File: config.mk
export PLATFORM = sky130hd
export DESIGN_NAME = leaf_rx_demux
export DESIGN_NICKNAME = d
export VERILOG_FILES = /design/src/rtl/leaf_rx_demux_pkg.sv /design/src/rtl/leaf_rx_fifo.sv /design/src/rtl/leaf_rx_demux.sv
export SDC_FILE = /design/constraint.sdc
export NUM_CORES = 1
export LEC_CHECK = 0
export CAP_MARGIN = 20
export CELL_PAD_IN_SITES_DETAIL_PLACEMENT = 1
export CELL_PAD_IN_SITES_GLOBAL_PLACEMENT = 1
export CORE_ASPECT_RATIO = 1.5
export CORE_UTILIZATION = 25
export CTS_CLUSTER_SIZE = 16
export DETAILED_ROUTE_END_ITERATION = 16
export HOLD_SLACK_MARGIN = 0.03
export PLACE_DENSITY = 0.48
export SYNTH_ARGS = -nofsm -noshare
export SYNTH_HDL_FRONTEND = slang
export SYNTH_SLANG_ARGS = --single-unit
File: constraint.sdc
create_clock -name clk -period 5.46 [get_ports clk]
set_input_delay 1.365 -clock clk [delete_from_list [all_inputs] [get_ports clk]]
set_output_delay 1.365 -clock clk [all_outputs]
set_load 0.1 [all_outputs]
File: src/rtl/leaf_rx_demux_pkg.sv
// ---------------------------------------------------------------------------
// leaf_rx_demux_pkg
// Purpose : shared definitions for the BFT leaf receive demultiplexer:
//           packet field positions/widths, control port number, payload
//           width, control FSM state type and the decoded packet struct.
// Ports   : none (package)
// ---------------------------------------------------------------------------
package leaf_rx_demux_pkg;

  // Raw BFT packet layout: [48] valid, [47:43] leaf, [42:39] port,
  // [38:32] tag, [31:0] payload.
  localparam int PKT_W       = 49;
  localparam int PAYLOAD_W   = 32;
  localparam int LEAF_W      = 5;
  localparam int PORT_W      = 4;
  localparam int TAG_W       = 7;

  localparam int VALID_BIT   = 48;
  localparam int LEAF_LSB    = 43;
  localparam int PORT_LSB    = 39;
  localparam int TAG_LSB     = 32;
  localparam int PAYLOAD_LSB = 0;

  // Destination port reserved for start/stop control of the operator.
  localparam logic [PORT_W-1:0] CTRL_PORT = 4'd15;

  localparam int          CNT_W        = 16;
  localparam logic [15:0] MISROUTE_MAX = 16'hFFFF;

  typedef enum logic {
    ST_IDLE = 1'b0,
    ST_RUN  = 1'b1
  } ctrl_state_t;

  // Packet with the ignored tag field stripped off.
  typedef struct packed {
    logic                 valid;
    logic [LEAF_W-1:0]    leaf;
    logic [PORT_W-1:0]    port;
    logic [PAYLOAD_W-1:0] payload;
  } rx_pkt_t;

endpackage

File: src/rtl/leaf_rx_fifo.sv
// ---------------------------------------------------------------------------
// leaf_rx_fifo
// Purpose : single-clock FIFO holding payloads for one operator port.
//           Head word is presented combinationally so the consumer sees the
//           payload in the same cycle the FIFO becomes non-empty.
// Ports   : clk      - clock, rising edge
//           i_rst_n  - synchronous active-low reset (empties the FIFO)
//           i_push   - write i_wdata this cycle
//           i_wdata  - write data
//           i_pop    - discard the head word this cycle
//           o_rdata  - head word (meaningful only while !o_empty)
//           o_full   - DEPTH entries stored
//           o_empty  - no entries stored
// ---------------------------------------------------------------------------
module leaf_rx_fifo #(
  parameter int DEPTH = 8,
  parameter int WIDTH = 32
) (
  input  logic             clk,
  input  logic             i_rst_n,
  input  logic             i_push,
  input  logic [WIDTH-1:0] i_wdata,
  input  logic             i_pop,
  output logic [WIDTH-1:0] o_rdata,
  output logic             o_full,
  output logic             o_empty
);

  localparam int AW = $clog2(DEPTH);

  logic [WIDTH-1:0] r_mem [DEPTH];
  // One extra pointer bit distinguishes full from empty when the
  // address bits are equal.
  logic [AW:0]      r_wr_ptr;
  logic [AW:0]      r_rd_ptr;
  logic             w_do_push;
  logic             w_do_pop;

  assign o_empty = (r_wr_ptr == r_rd_ptr);
  assign o_full  = (r_wr_ptr[AW] != r_rd_ptr[AW]) &&
                   (r_wr_ptr[AW-1:0] == r_rd_ptr[AW-1:0]);

  // A push into a full FIFO is legal when the head leaves in the same
  // cycle: the write lands in the slot being vacated.
  assign w_do_pop  = i_pop & ~o_empty;
  assign w_do_push = i_push & (~o_full | w_do_pop);

  always_ff @(posedge clk) begin
    if (!i_rst_n) begin
      r_wr_ptr <= '0;
      r_rd_ptr <= '0;
    end else begin
      if (w_do_push) r_wr_ptr <= r_wr_ptr + 1'b1;
      if (w_do_pop)  r_rd_ptr <= r_rd_ptr + 1'b1;
    end
  end

  always_ff @(posedge clk) begin
    if (w_do_push) r_mem[r_wr_ptr[AW-1:0]] <= i_wdata;
  end

  assign o_rdata = r_mem[r_rd_ptr[AW-1:0]];

endmodule

File: src/rtl/leaf_rx_demux.sv
// ---------------------------------------------------------------------------
// leaf_rx_demux
// Purpose : receive side of a BFT leaf. Registers each incoming packet,
//           then routes its payload into one per-port FIFO, handles the
//           start/stop control port, counts misrouted packets and requests
//           retransmission of packets dropped on a full FIFO.
// Ports   : clk                    - clock, rising edge
//           reset                  - synchronous active-low reset
//           din_leaf_bft2interface - 49-bit BFT packet (no backpressure)
//           dout_data              - per-port payload, port p at [32p+31:32p]
//           dout_valid             - per-port FIFO non-empty
//           dout_ready             - per-port consumer ready
//           resend                 - one-cycle retransmit request
//           resend_port            - port of the dropped packet
//           ap_start               - operator start level
//           misroute_cnt           - saturating wrong-leaf packet count
// ---------------------------------------------------------------------------
module leaf_rx_demux
  import leaf_rx_demux_pkg::*;
#(
  parameter int                NUM_PORTS  = 2,
  parameter int                FIFO_DEPTH = 8,
  parameter logic [LEAF_W-1:0] LEAF_ADDR  = '0
) (
  input  logic                           clk,
  input  logic                           reset,
  input  logic [PKT_W-1:0]               din_leaf_bft2interface,
  output logic [PAYLOAD_W*NUM_PORTS-1:0] dout_data,
  output logic [NUM_PORTS-1:0]           dout_valid,
  input  logic [NUM_PORTS-1:0]           dout_ready,
  output logic                           resend,
  output logic [PORT_W-1:0]              resend_port,
  output logic                           ap_start,
  output logic [CNT_W-1:0]               misroute_cnt
);

  rx_pkt_t           w_pkt_in;
  rx_pkt_t           r_pkt;
  logic              w_unused_tag;

  logic              w_leaf_hit;
  logic              w_misroute;
  logic              w_ctrl;

  logic [NUM_PORTS-1:0] w_push;
  logic [NUM_PORTS-1:0] w_pop;
  logic [NUM_PORTS-1:0] w_drop;
  logic [NUM_PORTS-1:0] w_full;
  logic [NUM_PORTS-1:0] w_empty;

  logic              r_resend;
  logic [PORT_W-1:0] r_resend_port;
  logic [CNT_W-1:0]  r_misroute_cnt;

  ctrl_state_t       r_state;
  ctrl_state_t       w_state_next;
  logic              w_ap_start;

  // -------------------------------------------------------------------------
  // Input register (tag is carried by the BFT but has no meaning here)
  // -------------------------------------------------------------------------
  assign w_pkt_in = {din_leaf_bft2interface[VALID_BIT],
                     din_leaf_bft2interface[LEAF_LSB +: LEAF_W],
                     din_leaf_bft2interface[PORT_LSB +: PORT_W],
                     din_leaf_bft2interface[PAYLOAD_LSB +: PAYLOAD_W]};
  assign w_unused_tag = ^din_leaf_bft2interface[TAG_LSB +: TAG_W];

  // A packet present in the reset cycle is discarded by clearing here.
  always_ff @(posedge clk) begin
    if (!reset) r_pkt <= '0;
    else        r_pkt <= w_pkt_in;
  end

  // -------------------------------------------------------------------------
  // Packet classification
  // -------------------------------------------------------------------------
  assign w_leaf_hit = r_pkt.valid && (r_pkt.leaf == LEAF_ADDR);
  assign w_misroute = r_pkt.valid && (r_pkt.leaf != LEAF_ADDR);
  assign w_ctrl     = w_leaf_hit && (r_pkt.port == CTRL_PORT);

  // -------------------------------------------------------------------------
  // Per-port FIFOs. Ports in [NUM_PORTS,14] match no lane and fall through
  // with no side effects. The full check credits a same-cycle pop so a
  // draining port never drops.
  // -------------------------------------------------------------------------
  for (genvar gi = 0; gi < NUM_PORTS; gi++) begin : g_port
    logic w_sel;

    assign w_sel      = w_leaf_hit && (r_pkt.port == PORT_W'(gi));
    assign w_pop[gi]  = ~w_empty[gi] & dout_ready[gi];
    assign w_push[gi] = w_sel & (~w_full[gi] | w_pop[gi]);
    assign w_drop[gi] = w_sel & w_full[gi] & ~w_pop[gi];

    leaf_rx_fifo #(
      .DEPTH (FIFO_DEPTH),
      .WIDTH (PAYLOAD_W)
    ) u_fifo (
      .clk     (clk),
      .i_rst_n (reset),
      .i_push  (w_push[gi]),
      .i_wdata (r_pkt.payload),
      .i_pop   (w_pop[gi]),
      .o_rdata (dout_data[gi*PAYLOAD_W +: PAYLOAD_W]),
      .o_full  (w_full[gi]),
      .o_empty (w_empty[gi])
    );
  end

  assign dout_valid = ~w_empty;

  // -------------------------------------------------------------------------
  // Resend request: registered so it lines up with the cycle in which the
  // payload would otherwise have become visible.
  // -------------------------------------------------------------------------
  always_ff @(posedge clk) begin
    if (!reset) begin
      r_resend      <= 1'b0;
      r_resend_port <= '0;
    end else begin
      r_resend      <= |w_drop;
      r_resend_port <= (|w_drop) ? r_pkt.port : '0;
    end
  end

  assign resend      = r_resend;
  assign resend_port = r_resend_port;

  // -------------------------------------------------------------------------
  // Misroute counter, sticks at all-ones
  // -------------------------------------------------------------------------
  always_ff @(posedge clk) begin
    if (!reset) begin
      r_misroute_cnt <= '0;
    end else if (w_misroute && (r_misroute_cnt != MISROUTE_MAX)) begin
      r_misroute_cnt <= r_misroute_cnt + 1'b1;
    end
  end

  assign misroute_cnt = r_misroute_cnt;

  // -------------------------------------------------------------------------
  // Start/stop control FSM
  // -------------------------------------------------------------------------
  always_ff @(posedge clk) begin
    if (!reset) r_state <= ST_IDLE;
    else        r_state <= w_state_next;
  end

  always_comb begin
    w_state_next = r_state;
    w_ap_start   = 1'b0;
    case (r_state)
      ST_IDLE: begin
        if (w_ctrl && r_pkt.payload[0]) w_state_next = ST_RUN;
      end
      ST_RUN: begin
        w_ap_start = 1'b1;
        if (w_ctrl && !r_pkt.payload[0]) w_state_next = ST_IDLE;
      end
      default: w_state_next = ST_IDLE;
    endcase
  end

  assign ap_start = w_ap_start;

endmodule

# [Word level (Yosys, flattened, before mapping)]
# Memories as Yosys holds them, arrays and structs flattened. A register that Yosys moved wholly into a read port is not among the register bits.
# Index checks and enable logic that the tools add are counted.
# Widths: inputs -> output; s select.
[totals] register_bits=80 ramBits=512 in_bits=53 wordCells=80 memories=2
[classes] n_addsub=5 eq_ne=9 mux=12 bitwise=24 reduce_logical=16
[mem_list] name="g_port[0].u_fifo.r_mem" words=8 width=32 rd=1 rd_clocked_by_memory_dff=1 write_ports=1 line_no="leaf_rx_fifo.sv:31" rtl="logic [WIDTH-1:0] r_mem [DEPTH];"
[mem_list] name="g_port[1].u_fifo.r_mem" words=8 width=32 rd=1 rd_clocked_by_memory_dff=1 write_ports=1 line_no="leaf_rx_fifo.sv:31"
[op_table] op="$add 16x1->16 const B" n=1
[op_table] op="$add 4x1->4 const B" n=4
[op_table] op="$ne 16x16->1 const B" n=1
[op_table] op="$and 1x1->1" n=12
[op_table] op="$mux 3" n=4
[op_table] op="$logic_and 1x1->1" n=10
[op_table] op="$eq 4x4->1" n=2
[op_table] op="$mux 1" n=7
[op_table] op="$not 1->1" n=7
[op_table] op="$eq 3x3->1" n=2
[op_table] op="$logic_not 5->1" n=1
[op_table] op="$reduce_bool 5->1" n=1
[op_table] op="$eq 4x1->1 const B" n=1
[op_table] op="$eq 4x4->1 const B" n=1
[op_table] op="$logic_not 4->1" n=1
[op_table] op="$or 1x1->1" n=4
[op_table] op="$ne 1x1->1" n=2
[op_table] op="$not 2->2" n=1
[op_table] op="$pmux 1 s2" n=1
[op_table] op="$reduce_and 2->1" n=1
[op_table] op="$reduce_or 2->1" n=1
[op_table] op="$logic_not 1->1" n=1

# [Longest topological paths before layout]
# Gate-level depths: netlist of run 1.
[logic_depth] ltp_word=8 mapped_depth=6

# [By module]
# Synthesis of run 1 repeated with hierarchy kept, for this count alone.
[unflattened] cells_unflattened=1092 hier_area_um2=22566.6
[by_module_without_submodules] module="leaf_rx_fifo" n_inst=2 cells_each=441 area_each_um2=10173.5
[by_module_without_submodules] module="leaf_rx_demux" n_inst=1 cells_each=210 area_each_um2=2219.6

# [Worst setup path before layout of run 1]
# Ideal clock, no wire load.
[synth_timing] path_kind="input-to-reg" startpoint="input port dout_ready[1]" endpoint="memory g_port[1].u_fifo.r_mem[4][0], enable pin" setup_time_ps=502 arrival_time_ps=4857 t_required_ps=4958 path_slack_ps=101 stages=3 path_buffers=0 cell_sequence="nor2_1 > a21oi_1 > nor4bb_1"
[synth_via] elab_chain_len=6 word_cells_on_any_way=8 classes_between="mux: 2; bitwise: 6"
[synth_lines] element="start, declared" line_no="leaf_rx_demux.sv:30" rtl="input logic [NUM_PORTS-1:0] dout_ready,"
[synth_lines] element="$and 1x1->1 *" line_no="leaf_rx_demux.sv:90" rtl="assign w_pop[gi] = ~w_empty[gi] & dout_ready[gi];"
[synth_lines] element="$or 1x1->1 / $and 1x1->1 (equally long branches)" line_no="leaf_rx_demux.sv:91, leaf_rx_fifo.sv:45"
[synth_lines] element="$and 1x1->1 / $or 1x1->1 (equally long branches)" line_no="leaf_rx_demux.sv:91, leaf_rx_fifo.sv:46"
[synth_lines] element="$and 1x1->1 *" line_no="leaf_rx_fifo.sv:46" rtl="assign w_do_push = i_push & (~o_full | w_do_pop);"
[synth_lines] element="$mux 1 *" line_no="leaf_rx_fifo.sv:59" rtl="if (w_do_push) r_mem[r_wr_ptr[AW-1:0]] <= i_wdata;"
[synth_lines] element="$mux 1 (implied by the code) *" line_no="leaf_rx_fifo.sv:59"
[synth_lines] element="end, declared" line_no="leaf_rx_fifo.sv:31"
# Mark *: on every way between the ends. The rest lies on a longest branch, timed or not.

==> key figures, run 1 <==
Outcome
  – Outcome: finished with violations
  – Failing checks: DRC

Finish
  – Fillers: 9,000
  – Finished Cell Area: 27,510 sq um
  – Area grow syn2layout: 21.53%
  – Post-Layout Cell Count: 2,476
  – Share of cells above drive strength 1: 26.93%
  – Nets: 1,326

Detailed routing
  – Iter 0 DRT Violations: 674
  – Final wirelength: 56.61 mm
  – DR pass1 iterations: 12
  – DR vias: 10,913
  – Routed len/inst: 22.86 microns
  – DRC viols: 6
  – Antenna viol nets, final: 0
  – Vias per cell: 4.408

Timing
  – Fmax: 208.0 MHz
  – Clock skew: 0.01231 ns
  – Final Worst Setup Slack: 0.6523 ns
  – Final period util: 88.05%
  – Minimum clock period: 4.808 ns
  – TNS Setup: 0 ns
  – Fin. Hold Viols: 0
  – RSZ-0062 raised after global routing: no
  – Slew @ Worst Pin: 1.058 ns
  – Relative slew slack: 29.21%
  – # setup viols final: 0
  – Slew Limit Fails: 0

Synthesis
  – Syn Area/Cell: 20.77 sq um
  – Async SR Flop Fraction: 0%
  – EDFF count, synth: 512
  – Synthesized instance count: 1,090
  – Synth Flop Type: edfxtp_1
  – Biggest area consumer among synthesized cells: edfxtp_1
  – Mapped cell area: 22,640 sq um
  – Post-synthesis cell type count: 52
  – Register area share after synthesis: 75.52%
  – Most common cell in the netlist: edfxtp_1
  – Synth warnings: 0
  – Top post-synthesis cells by count: edfxtp_1 (512), mux4_2 (128), dfxtp_1 (86), mux2_2 (64), and2_1 (47)
  – Post-synth top area share: 67.91%
  – Largest cells by area after synthesis: edfxtp_1 (68%), mux4_2 (13%), dfxtp_1 (7.6%)
  – Synthesized flop and latch total: 598

Worst setup path
  – Crit-path cells: buf_12 > mux4_2 > mux2_2 > clkdlybuf4s50_1
  – CP max FO: 28
  – Critical Path Start Type: register
  – CP max stage delay: 0.97 ns
  – CP max stage cell: clkdlybuf4s50_1
  – Worst EP required: 4.09 ns
  – Critical path type: reg2out
  – Crit-path leading delay family: buffers and inverters
  – FF-to-FF Start: g_port[1].u_fifo.r_wr_ptr[1]$_SDFFE_PN0P_
  – Critical Path End Type: output port
  – Crit path DAT: 3.44 ns
  – Buf/Inv on CP: 2

CTS
  – Post-CTS Resized: 0
  – TritonCTS clock tree: done
  – H-tree depth: 2
  – Clock Sinks: 598
  – Clock root buffer: clkbuf_16
  – Hold buffers post-CTS: 0
  – CTS Buffer Depth: 3
  – Later-pin clock latency in the skew report: 0.63 ns
  – CTS clk-pin slew, worst paths: 0.06 ns
  – Post-CTS Setup Bufs: 0
  – CTS Buf Count: 60

GRT
  – Remaining Overflow, GRT: 0
  – Total track usage: 12.55%
  – Largest net degree at the start of global routing: 80
  – Initial antenna violation count: 2
  – First-pass GRT wire length: 83.08 mm
  – Vias in the first global route: 12,113

Power
  – Switching Fraction: 20.96%
  – Psw: 1975 uW
  – Comb power frac: 2.6%
  – Clock power frac: 44.0%
  – Pleak: 0.008502 uW
  – Maximum VDD drop: 0.3505 mV
  – Int Pwr: 7446 uW
  – Reg power frac: 53.5%
  – Power per cell area: 342.4 nW/um^2

Placement
  – HPWL Detailed: 34.20 mm
  – RePlAce Congestion: 0.7035
  – Pre-CTS WS: 1.235 ns
  – Placement Cell Area: 25,550 sq um
  – DP Cell Count: 2,362
  – I/O Buffers: 133

Run
  – Number of max-cap violations: 0

Die
  – Chip height: 370.6 microns
  – IO Pins: 141
  – Die ar.: 91,790 sq um
  – Initial core utilization: 25.33%
  – Core region area: 89,360 sq um
  – Placement Rows: 134
  – DIE WIDTH: 247.7 microns

Worst hold path
  – Hold crit path type: reg2reg
-- final cells by class --
type,instances,area [sq um],share of cell area [%]
diodes,2,5.005,0.01819
clock buffers,80,1628,5.917
clock inverters,32,331.6,1.205
inverters,6,22.52,0.08186
multi-input cells,433,5319,19.33
flip-flops and latches,598,17110,62.19
well taps,1156,1446,5.257
repair buffers,169,1652,6.003
-- flip-flops by register name, summed over array words and instances (netlist names), named ones only --
name	count
misroute_cnt	16
resend	1
g_port.u_fifo.r_rd_ptr	8
resend_port	4
r_pkt	42
g_port.u_fifo.r_wr_ptr	8
g_port.u_fifo.r_mem	512
-- layer usage --
metal / vias to the layer above / global-route usage (%) / share of wire (%)
li1: 4821 / - / -
met1: 5829 / 15.37 / 42
met2: 187 / 22.20 / 52
met3: 74 / 2.641 / 4.4
met4: 2 / 3.185 / 1.8
met5: - / 0 / 0.019
-- placed cells by master, fill, tap and decap left out, drive strengths merged, types with 15 or more instances in the layout --
master	synthesis	layout
edfxtp	512	512
mux4	128	128
nand2	24	24
a21oi	15	15
clkbuf	34	80
clkinv	0	20
buf	21	41
and2	47	47
clkdlybuf4s50	0	128
dfxtp	86	86
mux2	64	64
-- power groups by stage --
stage | logic (uW) | clock network (uW) | registers [uW]
after CTS | 249 | 4290 | 5040
after floorplan | 149 | 0 | 5120
after global placement | 247 | 0 | 5130
final | 242 | 4140 | 5040
after global routing | 257 | 4440 | 5040
after detailed placement | 248 | 0 | 5140
-- tightest hold or removal path, cell delays in order (launching register included) --
cell and delay (ns):
dfxtp_1 0.33, mux2i_1 0.07, nor2_1 0.08
-- stage by stage --
| step | utilization, % | power, uW | hold WS, ns |
|---|---|---|---|
| 2_1_floorplan | - | 5268 | 0.4790 |
| 3_5_place_dp | 28.59 | 5388 | 0.5034 |
| 6_report | 30.79 | 9421 | 0.5131 |
| 5_1_grt | 30.78 | 9741 | 0.5545 |
| 3_3_place_gp | 28.59 | 5380 | 0.4883 |
| 4_1_cts | 30.78 | 9581 | 0.5177 |
-- logic make-up (layout without fill, tap and decap cells) --
| group | Yosys count | after routing | synth area share, % |
|---|---|---|---|
| AOI/OAI and AO/OA | 49 | 49 | 1.702 |
| other | 1 | 5 | 0.01656 |
| buffers and inverters | 61 | 287 | 1.155 |
| adders and majority gates | 5 | 5 | 0.2763 |
| muxes | 204 | 204 | 16.45 |
| and+or+nand+nor | 160 | 160 | 4.421 |
| xor gates and xnor gates | 12 | 12 | 0.4643 |
| DFF | 598 | 598 | 75.52 |
-- final timing paths --
check	cells after the start	slack, ns	endpoint
max	4	0.65	dout_data[56]
min	2	0.51	register
max reg2reg	5	2.38	g_port[1].u_fifo.r_mem[3][8]$_DFFE_PP_
min reg2reg	2	0.51	register
Power figures use the tool's default switching activity.
==> run 2: changes to the inputs <==
- PLACE_DENSITY: 0.48 -> 0.46
- clock period: 5.46 -> 4.7 ns (I/O delays scaled with it)
==> key figures, run 2 (synthesis results as in run 1) <==
Worst setup path
  – R2r endpoint: g_port[1].u_fifo.r_mem[7][23]$_DFFE_PP_
  – Worst EP required: 3.52 ns (-0.57 ns)
  – Worst path depth: 4 (unchanged)
  – CP max stage delay: 0.82 ns (-0.15 ns)
  – Crit path capture: dout_data[3]
  – CP max FO: 31 (+11%)
  – Buf/Inv on CP: 2 (unchanged)
  – Critical Path End Type: output port
  – Critical Path Start Type: register
  – CP max stage cell: dfxtp_4
  – Crit path DAT: 2.99 ns (-0.45 ns)
  – R2R Setup Slk: 1.84 ns (-0.54 ns)
  – Critical path type: reg2out
  – Crit-path leading delay family: multiplexers
  – Crit-path cells: buf_4 > mux4_2 > mux2_2 > buf_4
  – FF-to-FF Start: g_port[1].u_fifo.r_wr_ptr[0]$_SDFFE_PN0P_
  – Worst-case reg-to-reg path depth: 5 (unchanged)
  – CP most frequent cell: buf_4

CTS
  – H-tree depth: 2 (unchanged)
  – CTS clk-pin slew, worst paths: 0.06 ns (about the same)
  – CTS Buf Count: 61 (+1.7%)
  – Post-CTS Setup Bufs: 0 (unchanged)
  – Clock root buffer: clkbuf_16
  – TritonCTS clock tree: done
  – Later-pin clock latency in the skew report: 0.64 ns (about the same)
  – Post-CTS Resized: 0 (unchanged)
  – Hold buffers post-CTS: 0 (unchanged)
  – CTS Buffer Depth: 3 (unchanged)
  – Clock Sinks: 598 (unchanged)

Placement
  – DP Cell Count: 2,359 (-0.13%)
  – RePlAce Congestion: 0.6934 (-1.4%)
  – HPWL Detailed: 33.21 mm (-2.9%)
  – I/O Buffers: 133 (unchanged)

Power
  – Switching Fraction: 21.07% (+0.10 points)
  – Tot Pwr: 10,980 uW (+17%)
  – Power per cell area: 399.9 nW/um^2 (+17%)
  – Maximum VDD drop: 0.2689 mV (-23%)
  – Clock power frac: 44.2% (+0.2 points)
  – Pleak: 0.008568 uW (+0.78%)
  – Comb power frac: 2.5% (about the same)
  – Reg power frac: 53.3% (-0.2 points)
  – Psw: 2313 uW (+17%)
  – Int Pwr: 8666 uW (+16%)

Timing
  – # setup viols final: 0 (unchanged)
  – Fmax: 240.0 MHz
  – Relative slew slack: 31.56% (+2.3 points)
  – Clock skew: 0.01800 ns (+0.005693 ns)
  – Minimum clock period: 4.168 ns
  – Slew @ Worst Pin: 1.018 ns (-0.04028 ns)
  – Final period util: 88.67%
  – Fin. Hold Viols: 0 (unchanged)
  – TNS Setup: 0 ns (unchanged)
  – RSZ-0062 raised after global routing: no
  – Slew Limit Fails: 0 (unchanged)

Finish
  – Share of cells above drive strength 1: 31.51% (+4.6 points)
  – Most common cell after layout, fill and taps aside: edfxtp_1
  – Area grow syn2layout: 21.28%
  – Most frequent cells in the layout: edfxtp_1 (512), mux4_2 (128), buf_4 (88), dfxtp_1 (80), clkdlybuf4s50_1 (66)
  – # diodes: 0 (-2)
  – Final core utilization: 30.72% (-0.063 points)
  – Number of flip-flops in the largest register: 512 (unchanged)
  – Post-Layout Cell Count: 2,473 (-0.12%)
  – Fillers: 9,000 (unchanged)
  – Nets: 1,324 (-0.15%)

Die
  – Die ar.: 91,790 sq um (unchanged)
  – Chip height: 370.6 microns (unchanged)
  – IO Pins: 141 (unchanged)
  – Initial core utilization: 25.33% (unchanged)
  – Placement Rows: 134 (unchanged)
  – Core region area: 89,360 sq um (unchanged)
  – DIE WIDTH: 247.7 microns (unchanged)

Detailed routing
  – Final wirelength: 56.11 mm (-0.89%)
  – Iter 0 DRT Violations: 599 (-11%)
  – DR pass1 iterations: 10 (-2)
  – DRC viols: 8 (+2)
  – DR vias: 10,885 (-0.26%)
  – Antenna viol nets, final: 0 (unchanged)
  – Vias per cell: 4.402 (-0.14%)
  – Routed len/inst: 22.69 microns (-0.77%)

Outcome
  – Outcome: finished with violations
  – Failing checks: DRC

GRT
  – First-pass GRT wire length: 82.81 mm (-0.33%)
  – Remaining Overflow, GRT: 0 (unchanged)
  – Largest net degree at the start of global routing: 65 (-19%)
  – Vias in the first global route: 12,248 (+1.1%)
  – Initial antenna violation count: 3 (+1)
  – Total track usage: 12.49% (-0.057 points)

Worst hold path
  – Hold crit path type: reg2reg

Run
  – Number of max-cap violations: 0 (unchanged)
==> run 2: stage by stage <==
step                      setup slack, ns  cell area (sq um)  hold slack (ns)
final                              0.5325              27460           0.5160
after global routing               0.3332              27460           0.5336
after CTS                          0.3810              27460           0.5174
after detailed placement           0.9781              25460           0.5077
after global placement              1.051              25460           0.4914
after floorplan                    0.7455              22650           0.4790
==> run 2: tightest hold or removal path, stage by stage, from the launching register on <==
cell and delay [ns]:
dfxtp_1 0.35, nand2_1 0.07, mux2i_1 0.05
==> run 2: layer usage <==
metal	GRT usage, %	wire (microns)
met3	2.337	2139
met2	22.67	29930
met1	14.92	22870
met5	0	0
met4	3.351	1163
==> run 2: final cells by class <==
| class | instances | area, sq um | area share, % |
|---|---|---|---|
| repair buffers | 166 | 1562 | 5.687 |
| clock inverters | 34 | 355.3 | 1.294 |
| clock buffers | 80 | 1638 | 5.965 |
| flip-flops and latches | 598 | 17110 | 62.33 |
| inverters | 6 | 22.52 | 0.08203 |
| well taps | 1156 | 1446 | 5.268 |
| multi-input cells | 433 | 5319 | 19.37 |
==> run 2: power groups by stage <==
stage	Combinational, uW	Sequential [uW]	Clock (uW)
after floorplan	173	5950	0
after global placement	281	5960	0
after detailed placement	283	5970	0
after CTS	283	5850	5030
after global routing	293	5860	5200
final	274	5850	4850
==> run 2: worst min-delay path by stage <==
stage                                               from                                         to  slack, ns  depth (start not counted)
5_1_grt        g_port[0].u_fifo.r_wr_ptr[3]$_SDFFE_PN0P_  g_port[0].u_fifo.r_wr_ptr[3]$_SDFFE_PN0P_       0.53                          2
3_3_place_gp   g_port[1].u_fifo.r_wr_ptr[3]$_SDFFE_PN0P_  g_port[1].u_fifo.r_wr_ptr[3]$_SDFFE_PN0P_       0.49                          2
2_1_floorplan  g_port[0].u_fifo.r_wr_ptr[3]$_SDFFE_PN0P_  g_port[0].u_fifo.r_wr_ptr[3]$_SDFFE_PN0P_       0.48                          2
3_5_place_dp   g_port[0].u_fifo.r_wr_ptr[3]$_SDFFE_PN0P_  g_port[0].u_fifo.r_wr_ptr[3]$_SDFFE_PN0P_       0.51                          2
6_report       g_port[1].u_fifo.r_wr_ptr[3]$_SDFFE_PN0P_  g_port[1].u_fifo.r_wr_ptr[3]$_SDFFE_PN0P_       0.52                          2
4_1_cts        g_port[0].u_fifo.r_wr_ptr[3]$_SDFFE_PN0P_  g_port[0].u_fifo.r_wr_ptr[3]$_SDFFE_PN0P_       0.52                          2
==> run 3: changes to the inputs <==
- CORE_ASPECT_RATIO: 1.5 -> default
==> key figures, run 3 (synthesis results as in run 1) <==
CTS
  – Clock root buffer: clkbuf_16
  – Post-CTS Setup Bufs: 0 (unchanged)
  – Clock Sinks: 598 (unchanged)
  – TritonCTS clock tree: done
  – Later-pin clock latency in the skew report: 0.62 ns (-0.02 ns)
  – Post-CTS Resized: 0 (unchanged)
  – CTS clk-pin slew, worst paths: 0.06 ns (about the same)
  – Hold buffers post-CTS: 0 (unchanged)
  – CTS Buf Count: 69 (+13%)
  – CTS Buffer Depth: 3 (unchanged)
  – H-tree depth: 3 (+1)

Finish
  – Number of flip-flops in the largest register: 512 (unchanged)
  – Nets: 1,326 (+0.15%)
  – Most common cell after layout, fill and taps aside: edfxtp_1
  – Fillers: 9,049 (+0.54%)
  – Share of cells above drive strength 1: 31.80% (+0.29 points)
  – Most frequent cells in the layout: edfxtp_1 (512), mux4_2 (128), buf_4 (86), dfxtp_1 (80), clkbuf_16 (70)
  – Multi-input gate area: 5319 sq um (unchanged)
  – Post-Layout Cell Count: 2,500 (+1.1%)
  – # diodes: 0 (unchanged)
  – Finished Cell Area: 27,710 sq um (+0.91%)
  – FF/Latch Area: 17,110 sq um (about the same)
  – Area grow syn2layout: 22.38%

Timing
  – Final Worst Setup Slack: 0.7344 ns (+0.2020 ns)
  – Fin. Hold Viols: 0 (unchanged)
  – Final period util: 84.37% (-4.3 points)
  – TNS Setup: 0 ns (unchanged)
  – Fmax: 252.2 MHz (+5.1%)
  – Slew @ Worst Pin: 1.031 ns (+0.01330 ns)
  – Slew Limit Fails: 0 (unchanged)
  – Minimum clock period: 3.966 ns (-0.2020 ns)
  – Clock skew: 0.02719 ns (+0.009184 ns)
  – # setup viols final: 0 (unchanged)
  – RSZ-0062 raised after global routing: no
  – Relative slew slack: 31.02% (-0.54 points)

Worst setup path
  – CP most frequent cell: buf_4
  – Critical Path Start Type: register
  – CP max FO: 24 (-23%)
  – Worst-case reg-to-reg path depth: 5 (unchanged)
  – Crit-path cells: buf_4 > mux4_2 > mux2_2 > buf_4
  – Critical Path End Type: output port
  – CP max stage delay: 0.86 ns (+0.04 ns)
  – Critical path type: reg2out
  – CP max stage cell: dfxtp_2
  – Crit path DAT: 2.79 ns (-0.20 ns)
  – Worst EP required: 3.52 ns (about the same)

Power
  – Reg power frac: 50.6% (-2.7 points)
  – Power per cell area: 417.7 nW/um^2 (+4.5%)
  – Maximum VDD drop: 0.3100 mV (+15%)
  – Pleak: 0.008690 uW (+1.4%)
  – Switching Fraction: 21.47% (+0.40 points)
  – Tot Pwr: 11,570 uW (+5.4%)
  – Psw: 2484 uW (+7.4%)
  – Int Pwr: 9088 uW (+4.9%)
  – Comb power frac: 2.4% (about the same)
  – Clock power frac: 47.0% (+2.8 points)

Placement
  – DP Cell Count: 2,372 (+0.55%)
  – RePlAce Congestion: 0.6743 (-2.8%)
  – Placement Cell Area: 25,370 sq um (-0.37%)
  – Pre-CTS WS: 0.9168 ns (-0.06137 ns)
  – I/O Buffers: 133 (unchanged)
  – HPWL Detailed: 30.96 mm (-6.8%)

Die
  – Core region area: 89,870 sq um (+0.57%)
  – Chip height: 302.9 microns (-18%)
  – Placement Rows: 110 (-18%)
  – Initial core utilization: 25.19% (-0.14 points)
  – Die ar.: 91,760 sq um (about the same)
  – IO Pins: 141 (unchanged)
  – DIE WIDTH: 302.9 microns (+22%)

Detailed routing
  – Iter 0 DRT Violations: 601 (+0.33%)
  – Vias per cell: 4.393 (-0.19%)
  – DR pass1 iterations: 4 (-6)
  – Final wirelength: 55.86 mm (-0.44%)
  – DR vias: 10,983 (+0.90%)
  – Antenna viol nets, final: 0 (unchanged)
  – Routed len/inst: 22.34 microns (-1.5%)
  – DRC viols: 0 (-8)

Worst hold path
  – Hold Path Stages: 2 (unchanged)
  – Hold crit path type: reg2reg

GRT
  – First-pass GRT wire length: 81.92 mm (-1.1%)
  – Vias in the first global route: 12,072 (-1.4%)
  – Initial antenna violation count: 2 (-1)
  – Remaining Overflow, GRT: 0 (unchanged)
  – Largest net degree at the start of global routing: 65 (unchanged)
  – Total track usage: 12.35% (-0.14 points)

Run
  – Number of max-cap violations: 0 (unchanged)

Outcome
  – Outcome: finished clean
-- run 3: cell count changes in the layout (fill, tap and decap cells not counted), moves of 3 or more --
cell,previous run,this run
buf_12,12,7
clkbuf_16,61,70
clkinv_16,0,3
inv_16,0,3
-- run 3: cell type report --
type                            instances  area share [%]
Clock buffer                           90           6.774
Clock inverter                         37           1.639
Inverter                                6         0.08129
Multi-Input combinational cell        433           19.20
Sequential cell                       598           61.75
Tap cell                             1176           5.311
Timing Repair Buffer                  160           5.247
-- run 3: through the flow --
stage          hold WS, ns  util (%)
6_report            0.5209     30.83
4_1_cts             0.5272     30.82
3_3_place_gp        0.5005     28.23
2_1_floorplan       0.4790         -
3_5_place_dp        0.5119     28.23
5_1_grt             0.5528     30.83
-- run 3: worst max-delay path, delay by kind of cell (launching register included) --
kind | cells | cell delay (ns)
flops | 1 | 0.86
mux | 2 | 0.63
buf+inv | 2 | 0.63
-- run 3: layer usage --
| layer | vias up | track usage (%) | routed length, microns |
|---|---|---|---|
| met5 | - | 0 | 0 |
| met4 | 0 | 3.087 | 1127 |
| met3 | 84 | 2.614 | 2559 |
| met2 | 211 | 20.50 | 27310 |
| met1 | 5865 | 16.41 | 24860 |
| li1 | 4823 | - | - |
-- run 3: path summary, 6_finish.rpt --
| kind | startpoint | end | slack, ns |
|---|---|---|---|
| worst max-delay path | register | dout_data[47] | 0.73 |
| worst min-delay path | g_port[1].u_fifo.r_wr_ptr[3]$_SDFFE_PN0P_ | g_port[1].u_fifo.r_wr_ptr[3]$_SDFFE_PN0P_ | 0.52 |
| worst max register to register | g_port[1].u_fifo.r_wr_ptr[0]$_SDFFE_PN0P_ | g_port[1].u_fifo.r_mem[5][14]$_DFFE_PP_ | 1.69 |
| worst min register to register | g_port[1].u_fifo.r_wr_ptr[3]$_SDFFE_PN0P_ | g_port[1].u_fifo.r_wr_ptr[3]$_SDFFE_PN0P_ | 0.52 |
-- run 3: power by group through the flow --
stage          clock [uW]  combinational, uW  sequential (uW)
2_1_floorplan           0                173             5950
3_3_place_gp            0                284             5960
3_5_place_dp            0                284             5970
4_1_cts              5640                285             5850
5_1_grt              5820                294             5860
6_report             5440                277             5850
